$ cat config.mk
export PLATFORM = sky130hd
export DESIGN_NAME = hwpe_ctrl_demux
export DESIGN_NICKNAME = d
export VERILOG_FILES = /design/src/rtl/picobello_pkg.sv /design/src/rtl/hwpe_evt_aggr.sv /design/src/rtl/hwpe_ctrl_demux.sv
export SDC_FILE = /design/constraint.sdc
export NUM_CORES = 1
export LEC_CHECK = 0
export ABC_AREA = 0
export CAP_MARGIN = 20
export CORE_AREA = 5 5 101 103
export CTS_BUF_LIST = sky130_fd_sc_hd__clkbuf_8
export CTS_CLUSTER_SIZE = 40
export DETAILED_ROUTE_END_ITERATION = 6
export DIE_AREA = 0 0 106 108
export GPL_TIMING_DRIVEN = 0
export PLACE_DENSITY_LB_ADDON = 0.3
export SLEW_MARGIN = 10
export SYNTH_ARGS = -nofsm -noshare
export SYNTH_HDL_FRONTEND = slang
export SYNTH_SLANG_ARGS = --single-unit
export TNS_END_PERCENT = 10
$ cat constraint.sdc
create_clock -name clk_i -period 3 [get_ports clk_i]
set_clock_uncertainty 0.05 [all_clocks]
set_input_delay 0.3 -clock clk_i [delete_from_list [all_inputs] [get_ports clk_i]]
set_output_delay 0.3 -clock clk_i [all_outputs]
set_load 0.01 [all_outputs]
$ cat src/rtl/picobello_pkg.sv
`default_nettype none
// ============================================================================
// Module      : picobello_pkg
// Description : Shared constants and types for the HWPE control demux.
// Revision    : 1.0 - initial release
// ============================================================================
package picobello_pkg;

    // Read data returned for requests that decode to no target
    localparam logic [31:0] HwpeCtrlErrData = 32'hBADCAB1E;

    // Default position of the target-select address field
    localparam int unsigned HwpeCtrlSelLsb  = 8;

    // Widest event vector a local read can return (NrCores <= 32)
    localparam int unsigned HwpeEvtMaxW     = 32;

    typedef logic [HwpeEvtMaxW-1:0] hwpe_evt_t;

    // Select field must encode every target plus the local event register
    function automatic int unsigned hwpe_sel_width(input int unsigned num_hwpe);
        return $clog2(num_hwpe + 1);
    endfunction

endpackage
`default_nettype wire

$ cat src/rtl/hwpe_evt_aggr.sv
`default_nettype none
// ============================================================================
// Module      : hwpe_evt_aggr
// Description : Merges per-HWPE event pulses into per-core interrupts.
//               HWPE_CTRL_EVT_STICKY_EN selects sticky W1C pending bits.
// Revision    : 1.0 - initial release
// ============================================================================
module hwpe_evt_aggr #(
    parameter int unsigned NUM_HWPE = 2,
    parameter int unsigned NR_CORES = 8
) (
    input  logic                         clk,
    input  logic                         rst,
    input  logic [NUM_HWPE*NR_CORES-1:0] i_evt,
    input  logic                         i_clr_en,
    input  logic [NR_CORES-1:0]          i_clr_mask,
    output logic [NR_CORES-1:0]          o_pending,
    output logic [NR_CORES-1:0]          o_irq
);

    logic [NR_CORES-1:0] w_evt_any;

    always_comb begin
        w_evt_any = '0;
        for (int h = 0; h < NUM_HWPE; h++) begin
            w_evt_any = w_evt_any | i_evt[h*NR_CORES +: NR_CORES];
        end
    end

`ifdef HWPE_CTRL_EVT_STICKY_EN
    logic [NR_CORES-1:0] r_pending;
    logic [NR_CORES-1:0] w_clr;

    assign w_clr = i_clr_en ? i_clr_mask : '0;

    // A new event takes priority over a clear landing in the same cycle
    always_ff @(posedge clk or posedge rst) begin
        if (rst) begin
            r_pending <= '0;
        end else begin
            r_pending <= (r_pending & ~w_clr) | w_evt_any;
        end
    end

    assign o_pending = r_pending;
    assign o_irq     = r_pending;
`else
    logic w_unused;
    assign w_unused  = ^{clk, rst, i_clr_en, i_clr_mask};

    assign o_pending = '0;
    assign o_irq     = w_evt_any;
`endif

endmodule
`default_nettype wire

$ cat src/rtl/hwpe_ctrl_demux.sv
`default_nettype none
// ============================================================================
// Module      : hwpe_ctrl_demux
// Description : Routes control requests to HWPE targets or a local event
//               register; HWPE_CTRL_EVT_STICKY_EN enables sticky events.
// Revision    : 1.0 - initial release
// ============================================================================
module hwpe_ctrl_demux
    import picobello_pkg::*;
#(
    parameter int unsigned NumHwpe        = 2,
    parameter int unsigned NrCores        = 8,
    parameter int unsigned SelLsb         = HwpeCtrlSelLsb,
    parameter int unsigned MaxOutstanding = 4
) (
    input  logic                       clk_i,
    input  logic                       rst_i,
    input  logic                       q_valid_i,
    output logic                       q_ready_o,
    input  logic [31:0]                q_addr_i,
    input  logic                       q_write_i,
    input  logic [31:0]                q_data_i,
    input  logic [3:0]                 q_strb_i,
    output logic                       p_valid_o,
    output logic [31:0]                p_data_o,
    output logic                       p_err_o,
    output logic [NumHwpe-1:0]         tgt_q_valid_o,
    input  logic [NumHwpe-1:0]         tgt_q_ready_i,
    output logic [31:0]                tgt_q_addr_o,
    output logic [31:0]                tgt_q_data_o,
    output logic [3:0]                 tgt_q_strb_o,
    output logic                       tgt_q_write_o,
    input  logic [NumHwpe-1:0]         tgt_p_valid_i,
    input  logic [NumHwpe*32-1:0]      tgt_p_data_i,
    input  logic [NumHwpe*NrCores-1:0] tgt_evt_i,
    output logic [NrCores-1:0]         mxip_o
);

    localparam int unsigned        c_sel_w     = hwpe_sel_width(NumHwpe);
    localparam int unsigned        c_cnt_w     = $clog2(MaxOutstanding + 1);
    localparam logic [c_sel_w-1:0] c_sel_local = c_sel_w'(NumHwpe);
    localparam logic [c_cnt_w-1:0] c_cnt_max   = c_cnt_w'(MaxOutstanding);

    logic [c_cnt_w-1:0] r_cnt;
    logic [c_sel_w-1:0] r_cur;
    logic               r_loc_valid;
    logic               r_loc_err;
    logic [31:0]        r_loc_data;

    logic [c_sel_w-1:0] w_sel;
    logic               w_sel_tgt, w_sel_local, w_cur_tgt;
    logic               w_cnt_zero, w_stall, w_q_ready, w_accept, w_resp;
    logic [NumHwpe-1:0] w_sel_tvalid;
    logic               w_sel_tready, w_cur_pvalid;
    logic [31:0]        w_cur_pdata, w_loc_data;
    logic               w_clr_en;
    logic [NrCores-1:0] w_clr_mask, w_pending, w_irq;
    hwpe_evt_t          w_rd_data;

    assign w_sel       = q_addr_i[SelLsb +: c_sel_w];
    assign w_sel_tgt   = (w_sel < c_sel_local);
    assign w_sel_local = (w_sel == c_sel_local);
    assign w_cur_tgt   = (r_cur < c_sel_local);
    assign w_cnt_zero  = (r_cnt == '0);

    always_comb begin
        w_sel_tvalid = '0;
        w_sel_tready = 1'b0;
        w_cur_pvalid = 1'b0;
        w_cur_pdata  = '0;
        for (int h = 0; h < NumHwpe; h++) begin
            if (w_sel == c_sel_w'(h)) begin
                w_sel_tvalid[h] = q_valid_i;
                w_sel_tready    = tgt_q_ready_i[h];
            end
            if (r_cur == c_sel_w'(h)) begin
                w_cur_pvalid = tgt_p_valid_i[h];
                w_cur_pdata  = tgt_p_data_i[h*32 +: 32];
            end
        end
    end

    // Local/error responses occupy a slot too, so anything but a same-target
    // follow-up waits until the pipe is empty.
    assign w_stall   = (r_cnt == c_cnt_max) ||
                       (!w_cnt_zero && (!w_sel_tgt || (w_sel != r_cur)));
    assign w_q_ready = !rst_i && !w_stall && (w_sel_tgt ? w_sel_tready : 1'b1);
    assign w_accept  = q_valid_i && w_q_ready;
    assign w_resp    = r_loc_valid || (!w_cnt_zero && w_cur_tgt && w_cur_pvalid);

    assign q_ready_o     = w_q_ready;
    assign tgt_q_valid_o = (rst_i || w_stall) ? '0 : w_sel_tvalid;
    assign tgt_q_addr_o  = q_addr_i;
    assign tgt_q_data_o  = q_data_i;
    assign tgt_q_strb_o  = q_strb_i;
    assign tgt_q_write_o = q_write_i;

    assign p_valid_o = !rst_i && w_resp;
    assign p_data_o  = r_loc_valid ? r_loc_data : w_cur_pdata;
    assign p_err_o   = r_loc_valid && r_loc_err;

    assign w_rd_data = hwpe_evt_t'(w_pending);
    assign w_clr_en  = w_accept && w_sel_local && q_write_i;

    always_comb begin
        w_clr_mask = '0;
        for (int c = 0; c < NrCores; c++) begin
            w_clr_mask[c] = q_data_i[c] & q_strb_i[c/8];
        end
    end

    always_comb begin
        w_loc_data = '0;
        if (!w_sel_local) begin
            w_loc_data = HwpeCtrlErrData;
        end else if (!q_write_i) begin
            w_loc_data = w_rd_data;
        end
    end

    always_ff @(posedge clk_i or posedge rst_i) begin
        if (rst_i) begin
            r_cnt       <= '0;
            r_cur       <= '0;
            r_loc_valid <= 1'b0;
            r_loc_err   <= 1'b0;
            r_loc_data  <= '0;
        end else begin
            if (w_accept && !w_resp) begin
                r_cnt <= r_cnt + 1'b1;
            end else if (!w_accept && w_resp) begin
                r_cnt <= r_cnt - 1'b1;
            end
            if (w_accept) begin
                r_cur <= w_sel;
            end
            r_loc_valid <= w_accept && !w_sel_tgt;
            r_loc_err   <= w_accept && !w_sel_tgt && !w_sel_local;
            r_loc_data  <= (w_accept && !w_sel_tgt) ? w_loc_data : '0;
        end
    end

    hwpe_evt_aggr #(
        .NUM_HWPE (NumHwpe),
        .NR_CORES (NrCores)
    ) u_evt_aggr (
        .clk        (clk_i),
        .rst        (rst_i),
        .i_evt      (tgt_evt_i),
        .i_clr_en   (w_clr_en),
        .i_clr_mask (w_clr_mask),
        .o_pending  (w_pending),
        .o_irq      (w_irq)
    );

    assign mxip_o = rst_i ? '0 : w_irq;

endmodule
`default_nettype wire

==> out/metrics.csv <==
stage,metric,value,unit
status,outcome,"complete, no violations",
sta,setup TNS,0,ps
worst_setup_path,worst reg2reg setup slack,790,ps
routing,"wirelength, routed",7720,um
cts,H-tree depth,1,
synth,Avg Inst Size Synth,7.77,sq um
synth,Seq cells post-synth,7,
global_route,antenna violations before repair,0,
cells_and_area,"commonest non-fill, non-tap cells in the layout","202 x clkdlybuf4s50_1, 72 x buf_4, 33 x mux2i_1, 32 x nor2_1, 18 x o21ai_0",
cts,Setup Buffers After CTS,0,
global_route,number of global-route vias before repair,2135,
worst_setup_path,crit path buf inv count,2,
sta,period utilization,82.6,%
floorplanning,initial core utilization,17.1,%
worst_setup_path,CP Max Fanout,8,
sta,Hold WS,313,ps
floorplanning,DIE WIDTH,106,um
worst_setup_path,crit-path cells,"clkdlybuf4s50_1, xnor2_1, a31oi_2, nor4_1, clkdlybuf4s50_1",
global_route,largest net degree at the start of global routing,11,
routing,post-route ant nets,0,
worst_setup_path,cell mode on critical path,clkdlybuf4s50_1,
worst_setup_path,Worst Reg-to-Reg Cells,7,
sta,final critical-path required period,2480,ps
routing,WL/cell,14.9,um
place,routability cong.,0.723,
routing,detailed router's first-iteration violation count,28,
power_and_ir_drop,Leakage,1.60,nW
worst_setup_path,Worst setup EP type,output pin,
cells_and_area,area delta synth->final,141,%
cts,post_cts resized,0,
routing,Remaining DRCs,0,
cts,CTS max path bufs,2,
worst_setup_path,FF-to-FF End,r_cnt[1]$_DFFE_PP0P_,
worst_setup_path,Setup Crit Path Kind,input port to output pin,
sta,Setup-failing EPs final,0,
worst_setup_path,type of origin of the critical path,input port,
sta,Final Slew Violations,0,
global_route,first-pass GRT wire length,11000,um
sta,"Hold Vio Cnt, Final",0,
floorplanning,Ports,270,
place,hpwl dp,7030,um
sta,Highest Clock Rate,0.404,GHz
routing,Vias/cell,3.96,
worst_hold_path,Worst Hold Class,input port to asynchronous set/reset pin,
place,I/O Buffers,202,
floorplanning,row count,35,
cells_and_area,fillcell total,921,
synth,post-synthesis cell type count,31,
cells_and_area,footprint of the multi-input gates,803,sq um
cts,Worst-Skew Late Latency,220,ps
cells_and_area,"most common cell after layout, fill and taps aside",clkdlybuf4s50_1,
worst_setup_path,launching point of the worst reg2reg path,r_cnt[1]$_DFFE_PP0P_,
global_route,All-Layer GR Usage,11.9,%
cts,CTS Sinks,7,
sta,RSZ-0062 raised after global routing,no,
cells_and_area,nets,566,
cells_and_area,ratio of cells with drive above 1 in the final layout,21.1,%
worst_setup_path,CP arrival,2130,ps
power_and_ir_drop,Pwr per Cell Area,470,nW/um^2
synth,"Cell Area, Synth",1560,sq um
cells_and_area,number of antenna repair diodes,0,
flow_run,max_cap viols,0,
worst_setup_path,slowest CP cell,clkdlybuf4s50_1,
synth,post-synthesis sequential area ratio,11.2,%
synth,Mapped Cells,201,
worst_setup_path,Critical Path Max Stage Delay,630,ps
floorplanning,Placeable Area,9110,sq um
cells_and_area,sequential cell area,175,sq um
cts,Worst-path clk slew,40,ps
synth,yosys warns,0,
routing,via count,2053,
cts,CTS tree,built,
global_route,total grt overflow,0,
routing,drt pass-1 iters,4,
synth,Mapped Nets,359,
worst_setup_path,CP Data Required Time,2650,ps
floorplanning,Die Y-Extent,108,um
floorplanning,Die ar.,11400,sq um
cts,Post-CTS Hold Buffers,0,
cts,CTS Buf Count,3,
sta,Tightest Pin Transition,431,ps
sta,relative slew slack,71.3,%
power_and_ir_drop,Peak VDD IR,150,uV
cts,root buffer cell,clkbuf_8,
worst_setup_path,"CP delay by family, top",buffers and inverters,
==> kinds of logic after synthesis <==
logic type	after synthesis	synth area share, %
DFF	7	11.2
AOI/OAI and AO/OA	23	9.62
buffers and inverters	83	37.3
muxes	35	22.8
xor gates and xnor gates	4	2.24
and+or+nand+nor	47	14.7
adders and majority gates	2	2.08
==> layout make-up <==
type | count | area share (%)
Multi-Input combinational cell | 111 | 21.3
Clock buffer | 3 | 1.10
Tap cell | 111 | 3.69
Sequential cell | 7 | 4.65
Clock inverter | 1 | 0.0996
Timing Repair Buffer | 202 | 53.7
Buffer | 79 | 15.1
Inverter | 4 | 0.399
==> layer usage <==
layer  GRT usage, %  up-vias  wire length (um)
li1               -     1006                 -
met1           12.5      890              2560
met2           22.4      151              4070
met3           4.78        6              1030
met4           2.59        0                62
met5              0        -                 0
==> worst reg2reg max path: stages (launching register included) <==
cell and delay [ps]:
dfrtp_1 440, or2_2 330, a31oi_2 220, nor3_1 80, ha_1 230, inv_1 70, fa_1 410, mux2_2 270
==> worst max-delay path by stage <==
stage,start,end,cells past startpoint
after global placement,q_addr_i[8],r_cnt[2]$_DFFE_PP0P_,10
final,q_addr_i[8],tgt_q_valid_o[0],5
after floorplan,r_cnt[1]$_DFFE_PP0P_,r_cnt[1]$_DFFE_PP0P_,7
after CTS,q_addr_i[8],tgt_q_valid_o[0],5
after global routing,q_addr_i[8],tgt_q_valid_o[0],5
after detailed placement,q_addr_i[8],r_cnt[2]$_DFFE_PP0P_,10
==> metrics by stage <==
| step | utilization, % | cells | setup WS, ps | instance area [sq um] | power, W |
|---|---|---|---|---|---|
| 2_1_floorplan | - | 201 | 902 | 1560 | 0.000915 |
| 3_3_place_gp | 40.9 | 514 | 341 | 3720 | 0.00166 |
| 3_5_place_dp | 40.9 | 514 | 315 | 3720 | 0.00168 |
| 4_1_cts | 41.4 | 518 | 419 | 3770 | 0.00181 |
| 5_1_grt | 41.4 | 518 | 307 | 3770 | 0.00191 |
| 6_report | 41.4 | 518 | 523 | 3770 | 0.00177 |
==> registers in the layout, summed over array words and instances (netlist names) <==
name,count
r_loc_data,1
r_loc_valid,1
r_cnt,3
r_cur,2
==> report_power, final <==
part	total [W]	switching, W	internal [W]	leakage [nW]
Sequential	0.000178	0.0000462	0.000132	0.0879
Clock	0.000126	0.0000378	0.0000882	0.0269
Combinational	0.00147	0.000612	0.000854	1.48
Total	0.00177	0.000696	0.00107	1.60
==> synth_stat cells, drive strengths merged <==
cell type	number	area, sq um
clkbuf	5	18.8
or2	2	12.5
xnor2	2	17.5
nor3	4	31.3
mux2	2	26.3
xor2	2	17.5
o21ai	19	95.1
and2	2	15.0
nor2	32	120
buf	74	549
a31oi	1	12.5
mux2i	33	330
o31a	1	8.76
o311ai	1	26.3
nand2	2	7.51
fa	1	20.0
and3	1	6.26
a21o	1	7.51
inv	4	15.0
nor4	1	6.26
ha	1	12.5
dfrtp	7	175
nor4b	1	15.0
nor2b	2	15.0
(Power assumes the default switching activity.)
